<file path="config.mk">
export PLATFORM = sky130hd
export DESIGN_NAME = sonar_wb_fabric_flat
export DESIGN_NICKNAME = d
export VERILOG_FILES = /design/src/rtl/sonar_wb_fabric_if.sv /design/src/rtl/sonar_wb_fabric.sv /design/src/flat_wrapper.sv
export SDC_FILE = /design/constraint.sdc
export NUM_CORES = 1
export LEC_CHECK = 0
export ABC_AREA = 1
export CORE_AREA = 2 2 164 166
export DETAILED_ROUTE_END_ITERATION = 10
export DIE_AREA = 0 0 166 168
export HOLD_SLACK_MARGIN = 0.15
export SYNTH_ARGS = -nofsm -noshare
export SYNTH_HDL_FRONTEND = slang
export SYNTH_SLANG_ARGS = --single-unit
</file>
<file path="constraint.sdc">
create_clock -name wb_clk_i -period 3.7 [get_ports wb_clk_i]
set_input_delay 0.925 -clock wb_clk_i [delete_from_list [all_inputs] [get_ports wb_clk_i]]
set_output_delay 0.925 -clock wb_clk_i [all_outputs]
set_load 0.005 [all_outputs]
</file>
<file path="src/rtl/sonar_wb_fabric_if.sv">
// sonar_wb_fabric_if: Wishbone slave-port bundle between Caravel and the sonar fabric.
// The master modport drives requests; the slave modport returns ack and read data.
interface sonar_wb_fabric_if;
  logic        wbs_stb_i;
  logic        wbs_cyc_i;
  logic        wbs_we_i;
  logic [3:0]  wbs_sel_i;
  logic [31:0] wbs_adr_i;
  logic [31:0] wbs_dat_i;
  logic        wbs_ack_o;
  logic [31:0] wbs_dat_o;

  modport master (
    output wbs_stb_i, wbs_cyc_i, wbs_we_i,
    output wbs_sel_i, wbs_adr_i, wbs_dat_i,
    input  wbs_ack_o, wbs_dat_o
  );

  modport slave (
    input  wbs_stb_i, wbs_cyc_i, wbs_we_i,
    input  wbs_sel_i, wbs_adr_i, wbs_dat_i,
    output wbs_ack_o, wbs_dat_o
  );
endinterface

</file>
<file path="src/rtl/sonar_wb_fabric.sv">
// sonar_wb_fabric: registered Wishbone decode/handshake to N_CH sonar channels plus local regs.
// Define SONAR_FABRIC_TIMEOUT_EN to abort a channel that does not ack within TIMEOUT cycles.
module sonar_wb_fabric #(
  parameter int N_CH    = 15,
  parameter int DW      = 16,
  parameter int TIMEOUT = 15
) (
  input  logic               wb_clk_i,
  input  logic               wb_rst_i,
  sonar_wb_fabric_if.slave   wbs,
  output logic [N_CH-1:0]    ch_valid_o,
  output logic [3:0]         ch_adr_o,
  output logic [DW-1:0]      ch_dat_o,
  output logic               ch_strb_o,
  input  logic [N_CH-1:0]    ch_ack_i,
  input  logic [N_CH*DW-1:0] ch_dat_i,
  input  logic [N_CH-1:0]    cmp_i,
  output logic [7:0]         prescaler_o,
  output logic               irq_o
);

  localparam logic [31:0] CH_MASK =
    32'((64'd1 << N_CH) - 64'd1);
  localparam logic [31:0] MSK_BITS =
    CH_MASK | 32'h8000_0000;
`ifdef SONAR_FABRIC_TIMEOUT_EN
  localparam logic [31:0] STAT_MASK = MSK_BITS;
  localparam int TW = $clog2(TIMEOUT + 1);
`else
  localparam logic [31:0] STAT_MASK = CH_MASK;
`endif
  localparam logic [5:0] NCH6 = 6'(N_CH);
  localparam logic [N_CH-1:0] ONE = N_CH'(1);

  typedef enum logic [1:0] {
    S_IDLE,
    S_CH_WAIT,
    S_DONE
  } state_t;

  state_t r_state, w_nxt;

  logic            r_ack;
  logic [31:0]     r_dat;
  logic [N_CH-1:0] r_valid;
  logic [3:0]      r_adr;
  logic [DW-1:0]   r_cdat;
  logic            r_strb;
  logic [31:0]     r_status;
  logic [31:0]     r_mask;
  logic [7:0]      r_presc;
  logic            r_irq;

  logic            w_req;
  logic [8:0]      w_word;
  logic [4:0]      w_blk;
  logic            w_local;
  logic            w_ch_ok;
  logic [N_CH-1:0] w_chsel;
  logic [31:0]     w_bmask;
  logic            w_is_stat;
  logic            w_is_pre;
  logic            w_is_msk;
  logic [31:0]     w_loc_rd;
  logic            w_sel_ack;
  logic [DW-1:0]   w_sel_dat;
  logic            w_go_loc;
  logic            w_go_ch;
  logic            w_fin;
  logic            w_abort;
  logic            w_tmo;
  logic            w_wr;
  logic [31:0]     w_set;
  logic [31:0]     w_clr;
  logic            w_unused_ok;

  assign w_req = wbs.wbs_cyc_i & wbs.wbs_stb_i &
                 (wbs.wbs_adr_i[31:28] == 4'h3);
  assign w_word  = wbs.wbs_adr_i[10:2];
  assign w_blk   = w_word[8:4];
  assign w_local = (w_blk == 5'd0);
  assign w_ch_ok = !w_local && ({1'b0, w_blk} <= NCH6);
  assign w_chsel = ONE << (w_blk - 5'd1);

  assign w_bmask = {{8{wbs.wbs_sel_i[3]}},
                    {8{wbs.wbs_sel_i[2]}},
                    {8{wbs.wbs_sel_i[1]}},
                    {8{wbs.wbs_sel_i[0]}}};

  assign w_is_stat = w_local && (w_word[3:0] == 4'd0);
  assign w_is_pre  = w_local && (w_word[3:0] == 4'd1);
  assign w_is_msk  = w_local && (w_word[3:0] == 4'd2);

  always_comb begin
    w_loc_rd = '0;
    unique case (1'b1)
      w_is_stat: w_loc_rd = r_status;
      w_is_pre:  w_loc_rd = {24'd0, r_presc};
      w_is_msk:  w_loc_rd = r_mask;
      default:   w_loc_rd = '0;
    endcase
  end

  // r_valid is one-hot and held, so it doubles as the ack/data select
  assign w_sel_ack = |(ch_ack_i & r_valid);

  always_comb begin
    w_sel_dat = '0;
    for (int k = 0; k < N_CH; k++)
      if (r_valid[k]) w_sel_dat = ch_dat_i[k*DW +: DW];
  end

`ifdef SONAR_FABRIC_TIMEOUT_EN
  logic [TW-1:0] r_cnt;

  always_ff @(posedge wb_clk_i or posedge wb_rst_i) begin
    if (wb_rst_i) r_cnt <= '0;
    else if (r_state != S_CH_WAIT) r_cnt <= '0;
    else r_cnt <= r_cnt + 1'b1;
  end
`endif

  always_ff @(posedge wb_clk_i or posedge wb_rst_i) begin
    if (wb_rst_i) r_state <= S_IDLE;
    else r_state <= w_nxt;
  end

  always_comb begin
    w_nxt    = r_state;
    w_go_loc = 1'b0;
    w_go_ch  = 1'b0;
    w_fin    = 1'b0;
    w_abort  = 1'b0;
    w_tmo    = 1'b0;
    unique case (r_state)
      S_IDLE: begin
        if (w_req) begin
          if (w_ch_ok) begin
            w_nxt   = S_CH_WAIT;
            w_go_ch = 1'b1;
          end else begin
            w_nxt    = S_DONE;
            w_go_loc = 1'b1;
          end
        end
      end
      S_CH_WAIT: begin
        if (!wbs.wbs_cyc_i) begin
          w_nxt   = S_IDLE;
          w_abort = 1'b1;
        end else if (w_sel_ack) begin
          w_nxt = S_DONE;
          w_fin = 1'b1;
        end
`ifdef SONAR_FABRIC_TIMEOUT_EN
        else if (r_cnt == TW'(TIMEOUT - 1)) begin
          w_nxt = S_DONE;
          w_tmo = 1'b1;
        end
`endif
      end
      S_DONE:  w_nxt = S_IDLE;
      default: w_nxt = S_IDLE;
    endcase
  end

  assign w_wr  = w_go_loc & wbs.wbs_we_i;
  assign w_set = 32'(cmp_i) | {w_tmo, 31'd0};
  assign w_clr = (w_wr && w_is_stat) ?
                 (wbs.wbs_dat_i & w_bmask) : 32'd0;

  always_ff @(posedge wb_clk_i or posedge wb_rst_i) begin
    if (wb_rst_i) begin
      r_ack    <= 1'b0;
      r_dat    <= '0;
      r_valid  <= '0;
      r_adr    <= '0;
      r_cdat   <= '0;
      r_strb   <= 1'b0;
      r_status <= '0;
      r_mask   <= '0;
      r_presc  <= 8'd49;
      r_irq    <= 1'b0;
    end else begin
      r_ack <= w_go_loc | w_fin | w_tmo;
      if (w_go_loc)
        r_dat <= wbs.wbs_we_i ? 32'd0 : w_loc_rd;
      else if (w_fin)
        r_dat <= {{(32-DW){w_sel_dat[DW-1]}}, w_sel_dat};
      else if (w_tmo)
        r_dat <= 32'hFFFF_FFFF;
      if (w_go_ch) begin
        r_valid <= w_chsel;
        r_adr   <= w_word[3:0];
        r_cdat  <= {wbs.wbs_dat_i[31],
                    wbs.wbs_dat_i[DW-2:0]};
        r_strb  <= wbs.wbs_we_i & wbs.wbs_sel_i[0];
      end else if (w_fin | w_abort | w_tmo) begin
        r_valid <= '0;
        r_adr   <= '0;
        r_cdat  <= '0;
        r_strb  <= 1'b0;
      end
      if (w_wr && w_is_pre && wbs.wbs_sel_i[0])
        r_presc <= wbs.wbs_dat_i[7:0];
      if (w_wr && w_is_msk)
        r_mask <= ((r_mask & ~w_bmask) |
                   (wbs.wbs_dat_i & w_bmask)) & MSK_BITS;
      // sticky set is applied after the W1C so a same-cycle set wins
      r_status <= ((r_status & ~w_clr) | w_set) & STAT_MASK;
      r_irq    <= |(r_status & r_mask & STAT_MASK);
    end
  end

`ifdef SONAR_FABRIC_TIMEOUT_EN
  assign w_unused_ok = ^{wbs.wbs_adr_i[27:11],
                         wbs.wbs_adr_i[1:0]};
`else
  assign w_unused_ok = ^{wbs.wbs_adr_i[27:11],
                         wbs.wbs_adr_i[1:0],
                         32'(TIMEOUT)};
`endif

  assign wbs.wbs_ack_o = r_ack;
  assign wbs.wbs_dat_o = r_dat;
  assign ch_valid_o    = r_valid;
  assign ch_adr_o      = r_adr;
  assign ch_dat_o      = r_cdat;
  assign ch_strb_o     = r_strb;
  assign prescaler_o   = r_presc;
  assign irq_o         = r_irq;

endmodule
</file>
<file path="src/flat_wrapper.sv">
// flat-port wrapper written by rule: the top's interface ports become plain ports
module sonar_wb_fabric_flat 
#(
  parameter int N_CH    = 15,
  parameter int DW      = 16,
  parameter int TIMEOUT = 15
)
  (wb_clk_i, wb_rst_i, ch_valid_o, ch_adr_o, ch_dat_o, ch_strb_o, ch_ack_i, ch_dat_i, cmp_i, prescaler_o, irq_o, wbs_wbs_stb_i, wbs_wbs_cyc_i, wbs_wbs_we_i, wbs_wbs_sel_i, wbs_wbs_adr_i, wbs_wbs_dat_i, wbs_wbs_ack_o, wbs_wbs_dat_o);
  sonar_wb_fabric_if wbs_i ();
  input  logic wb_clk_i;
  input  logic wb_rst_i;
  output logic [N_CH-1:0] ch_valid_o;
  output logic [3:0] ch_adr_o;
  output logic [DW-1:0] ch_dat_o;
  output logic ch_strb_o;
  input  logic [N_CH-1:0] ch_ack_i;
  input  logic [N_CH*DW-1:0] ch_dat_i;
  input  logic [N_CH-1:0] cmp_i;
  output logic [7:0] prescaler_o;
  output logic irq_o;
  input wire logic [$bits(wbs_i.wbs_stb_i)-1:0] wbs_wbs_stb_i;
  input wire logic [$bits(wbs_i.wbs_cyc_i)-1:0] wbs_wbs_cyc_i;
  input wire logic [$bits(wbs_i.wbs_we_i)-1:0] wbs_wbs_we_i;
  input wire logic [$bits(wbs_i.wbs_sel_i)-1:0] wbs_wbs_sel_i;
  input wire logic [$bits(wbs_i.wbs_adr_i)-1:0] wbs_wbs_adr_i;
  input wire logic [$bits(wbs_i.wbs_dat_i)-1:0] wbs_wbs_dat_i;
  output wire logic [$bits(wbs_i.wbs_ack_o)-1:0] wbs_wbs_ack_o;
  output wire logic [$bits(wbs_i.wbs_dat_o)-1:0] wbs_wbs_dat_o;
  assign wbs_i.wbs_stb_i = wbs_wbs_stb_i;
  assign wbs_i.wbs_cyc_i = wbs_wbs_cyc_i;
  assign wbs_i.wbs_we_i = wbs_wbs_we_i;
  assign wbs_i.wbs_sel_i = wbs_wbs_sel_i;
  assign wbs_i.wbs_adr_i = wbs_wbs_adr_i;
  assign wbs_i.wbs_dat_i = wbs_wbs_dat_i;
  assign wbs_wbs_ack_o = wbs_i.wbs_ack_o;
  assign wbs_wbs_dat_o = wbs_i.wbs_dat_o;
  sonar_wb_fabric #(.N_CH(N_CH), .DW(DW), .TIMEOUT(TIMEOUT)) u_core (.wb_clk_i(wb_clk_i), .wb_rst_i(wb_rst_i), .wbs(wbs_i), .ch_valid_o(ch_valid_o), .ch_adr_o(ch_adr_o), .ch_dat_o(ch_dat_o), .ch_strb_o(ch_strb_o), .ch_ack_i(ch_ack_i), .ch_dat_i(ch_dat_i), .cmp_i(cmp_i), .prescaler_o(prescaler_o), .irq_o(irq_o));
endmodule
</file>
### Word-level counts from Yosys, hierarchy flattened

Index checks and enable logic that the tools add are counted.

* register bits after elaboration: 111
* logic and storage cells: 96
* output and inout bits: 78
* input bits: 343

* mux-type cells: 44
* magnitude comparators: 1
* reduce and logical (&&, ||, !) cells: 17
* shift-type cells: 1
* bitwise gates (word level): 15
* add/subtract/negate cells: 1
* eq/ne operators: 6

Operators by type and width (count)
* 16-bit two-way mux: 17
* 32-bit two-way mux: 3
* 32-bit one-hot mux with 3 select lines: 1
* 32-bit AND: 2
* 15-bit AND: 3
* 15-bit two-way mux: 3
* 32-bit inverter: 1
* 32-bit bitwise OR: 1
* 15-bit OR reduction: 2
* 15-bit inverter: 1
* 15-bit bitwise OR: 1
* 1-bit by 5-bit << shifter with 15-bit output, first input constant: 1
* 1-bit two-way mux: 13
* 4-bit by 2-bit == test with 1-bit output, second input constant: 2
* 1-bit logical AND: 8
* 2-bit two-way mux: 4
* 4-bit two-way mux: 2
* 5-bit by 4-bit <= comparator with 1-bit output, second input constant: 1
* 5-bit logical NOT: 1
* 5-bit by 1-bit subtractor with 5-bit output, second input constant: 1
* 1-bit AND: 4
* 4-bit by 1-bit == test with 1-bit output, second input constant: 1
* 4-bit logical NOT: 1
* 2-bit one-hot mux with 2 select lines: 1
* 8 further kinds: 10

### Longest topological paths before layout

* depth after elaboration: 17
* depth in mapped cells: 20
* mapped depth without buffers: 19

### Worst setup path before layout

Ideal clock, no wire load.

* path kind: input -> register
* start point: input wbs_wbs_adr_i[6]
* end point: register u_core.r_status[1]
* buffers on the path: 2
* data required time: 3.582 ns
* stages on the path: 13
* setup time: 0.118 ns
* path slack: 1.283 ns
* arrival: 2.299 ns
* path through: nor2_1 > inv_1 > nor2_2 > inv_2 > nor2_4 > inv_2 > nor4_2 > inv_2 > nor2_4 > buf_6 > buf_4 > nand4_1 > a21o_1

* cells in the longest elaborated chain, start to end: 12
* elaborated cells between the ends (all ways): 14
* those cells by class: order compare: 1; mux: 4; bitwise: 4; reduce/logical: 5

Ends and longest elaborated chain
* start: declaration: line flat_wrapper.sv:25 `input wire logic [$bits(wbs_i.wbs_adr_i)-1:0] wbs_wbs_adr_i;`
* branches (longest 7 deep; another with 5-bit by 4-bit <= comparator with 1-bit output)
* 1-bit logical AND *: line sonar_wb_fabric.sv:169 `assign w_clr = (w_wr && w_is_stat) ?`
* 15-bit two-way mux *: line sonar_wb_fabric.sv:169
* 15-bit inverter *: line sonar_wb_fabric.sv:210 `r_status <= ((r_status & ~w_clr) | w_set) & STAT_MASK;`
* 15-bit AND *: line sonar_wb_fabric.sv:210
* 15-bit bitwise OR *: line sonar_wb_fabric.sv:210
* end signal: assignment: line sonar_wb_fabric.sv:210
* end: declaration: line sonar_wb_fabric.sv:49 `logic [31:0] r_status;`

Mark *: on every way between the ends.
A chain may end at the register's enable or synchronous reset.

### Worst setup path in the final report

* start point: input wbs_wbs_adr_i[7]
* end point: register u_core.r_dat[8] (netlist: u_core.wbs.wbs_dat_o[8])

* cells in the longest elaborated chain, start to end: 7
* elaborated cells between the ends (all ways): 14
* those cells by class: order compare: 1; mux: 6; reduce/logical: 7

Ends and longest elaborated chain
* branches (longest 7 deep; another with 5-bit by 4-bit <= comparator with 1-bit output)
* end signal: assignment: line sonar_wb_fabric.sv:187 `r_dat <= wbs.wbs_we_i ? 32'd0 : w_loc_rd;`
* end signal: assignment: line sonar_wb_fabric.sv:189 `r_dat <= {{(32-DW){w_sel_dat[DW-1]}}, w_sel_dat};`
* end: declaration: line sonar_wb_fabric.sv:44 `logic [31:0] r_dat;`

Parallel ways; which one is timed is not known.

==> reports/results.ini <==
[global_route]
groute.layer.met1.usage_pct=29.74
antenna_violations_before_repair=8
overflow=0
grt_busiest_layer=met2
first_global_vias=8293
grt_util_met3_pct=6.065
grt_max_degree=41
grt.met2_usage_pct=38.75
global_route_wire_length_before_repair_um=50430
grt_use_total_pct=23.39

[cells_and_area]
n_fill_cell=2737
drive_gt1_share_pct=9.735
post_layout_net_count=1735
layout.cells.most_common=clkdlybuf4s50_1
area_used_by_multi_input_combinational_logic_um2=3936
postLayoutCoreUtil_pct=43.37
post-route-cell-area_um2=11430
layout.cells.most_common_list=clkdlybuf4s50_1 (384), nand2_1 (213), nand3_1 (155)
flow.area_growth_from_synthesis_pct=61.53
ff_latch_area_um2=2406

[synthesis]
yosys.area.top_type=dfrtp_1
synth_mux_area_share_pct=0
synth-adder-area-share_pct=0
asyncSetResetFlopFracSynth_pct=100.0
postSynthRegisterBits=96
post_synthesis_compound_gate_area_fraction_pct=16.50
synth_cell_type_count=39
synth-warning-count=0
cell_area_after_synthesis_um2=7074
syn_nets=1399
synthXorXnorAreaFrac_pct=0
post_synth_edffs=0
synth_largest_type_area_fraction_pct=32.90
dominantRegCellSynth=dfrtp_1
synthesis.instances=1056
syn_avg_cell_area_um2=6.699
part_of_the_yosys_area_used_for_sequential_elements_pct=34.01
post_synthesis_simple_gate_area_fraction_pct=39.14
main_combinational_cell_family_by_area_after_synthesis=simple AND/OR/NAND/NOR gates
synthTopCellsByArea=dfrtp_1 (33%), nand2_1 (11%), nand3_1 (11%), nor2_1 (7.2%), or2_2 (5.7%)

[clock_network]
worstSkewPairLatency_ps=350
clock_tree_from_tritoncts=done
cts_repair_resize_count=0
numClockSinks=96
h-tree-depth=3
cts_setup_buffers=0
clk_path_buf_depth=2
inserted_clock_buffers=9
clock_tree.root_cell=clkbuf_16
cts_hold_repair.buffers=0
path_clk_slew_ps=70

[routing]
drc_violations_left=0
routed-via-count=8472
drt_first_iter_violations=584
routedWlPerCell_um=19.17
vias_per_cell=4.861
detailed_routing_iterations_pass_1=5
route.antenna.remaining_nets=0
routed_wirelength_um=33420

[timing]
report.final.slew_viol_count=0
maxClockFrequency_ghz=0.3289
clock-skew-final_ps=11.13
grt_setup_unrepaired=false
fin_crit_sh_pct=82.17
fin_setup_tns_ps=0
worst_margin_pin_slew_ps=949.3
timing.final.setup_violations=0
finalHoldViolations=0
timing.hold.ws_ps=486.9
maxSlewHeadroom_pct=36.64
fin_crit_ps=3040

[setup_path]
regToRegEndpoint=u_core.wbs.wbs_dat_o[14]
worstReg2RegStart=u_core.ch_valid_o[6]
worst_ep_arrival_time_ps=3310
timing.critical_path.from_type=primary input
timing_worst_setup_path_type=in2reg
cp_capture_type=register
worst-endpoint-required_ps=3970
timing.reg2reg.setup_slack_ps=910
worst-path-max-fanout=12
worst_r2r_path_depth=12

[die]
boundaryPins=421
die-width_um=166
initial_standard_cell_utilization_of_the_core_pct=26.85
die_area_um2=27890
core.rowCount=60
die_y_um=168
core_area_um2=26350

[power_and_ir_drop]
pwr_density_cell_nw_per_um2=356.4
design_power_total_uw=4073
vdd_drop_max_mv=0.1968
power.leakage_uw=0.004875

[status]
status=completed

[placed_design]
gp_congestion=0.9417
placed_instance_area_um2=11100
placement.io_buffers=384
hpwlAfterDp_um=26590

[min_path]
holdCritPathClass=reg2reg
hold_end=u_core.prescaler_o[4]
hold_path_depth=2
holdCritStartpoint=u_core.prescaler_o[4]

[job]
drv.max_cap_violation_count=0

layout make-up:
type	count	area share, %
inverter	88	2.934
tap	341	3.734
clock inverter	7	0.7555
timing repair buffer	403	34.99
sequential	96	21.06
multi-input combinational	794	34.45
clock buffer	9	1.971
antenna	5	0.1095
per-layer routing:
| metal | up-vias | routed length, um |
|---|---|---|
| met2 | 333 | 15580 |
| met4 | 4 | 894 |
| met3 | 49 | 2492 |
| met5 | - | 24 |
| li1 | 4145 | - |
| met1 | 3941 | 14420 |
critical path: stages:
cell and delay, ps:
clkdlybuf4s50_1 490, nor2_1 140, inv_1 70, nor2_2 130, inv_2 60, nor2_4 120, inv_2 80, nor4_2 250
inv_2 130, nor2_4 270, buf_4 250, a22o_1 160, a21oi_1 90, a21oi_1 150
Yosys cell counts (all sizes together) (2+ instances only):
cell,n
nor4,2
nand3,155
nand2,214
a21o,10
o21bai,5
dfrtp,93
clkbuf,27
a22o,12
nand4,14
nor2,145
buf,51
o21ai,51
inv,84
or2,65
dfstp,3
a221oi,6
o22ai,25
a21oi,83
clkinv,4
stage by stage:
step                      worst slack [ps]  cells
after global placement               329.8   1722
after detailed placement             292.7   1722
after floorplan                      274.6   1056
after CTS                            653.3   1738
final                                659.5   1743
after global routing                 452.4   1742
logic make-up after synthesis:
kind of cell	Yosys count
simple gates	596
buf+inv	166
compound gates	198
flops	96
power by group:
| group | total (uW) | internal [uW] | switching, uW |
|---|---|---|---|
| Combinational | 1790 | 887 | 905 |
| Sequential | 1300 | 1170 | 131 |
| Clock | 978 | 540 | 438 |
worst max-delay path by stage:
stage | from | endpoint | slack (ps)
after floorplan | wb_rst_i | asynchronous set/reset pin | 270
after global placement | wbs_wbs_adr_i[6] | u_core.wbs.wbs_dat_o[0] | 330
after detailed placement | wbs_wbs_adr_i[7] | u_core.wbs.wbs_dat_o[0] | 290
after CTS | wbs_wbs_adr_i[7] | u_core.wbs.wbs_dat_o[0] | 650
after global routing | wbs_wbs_adr_i[7] | u_core.wbs.wbs_dat_o[0] | 450
final | wbs_wbs_adr_i[7] | u_core.wbs.wbs_dat_o[8] | 660
Note: power is estimated with default switching activity, not from simulation.
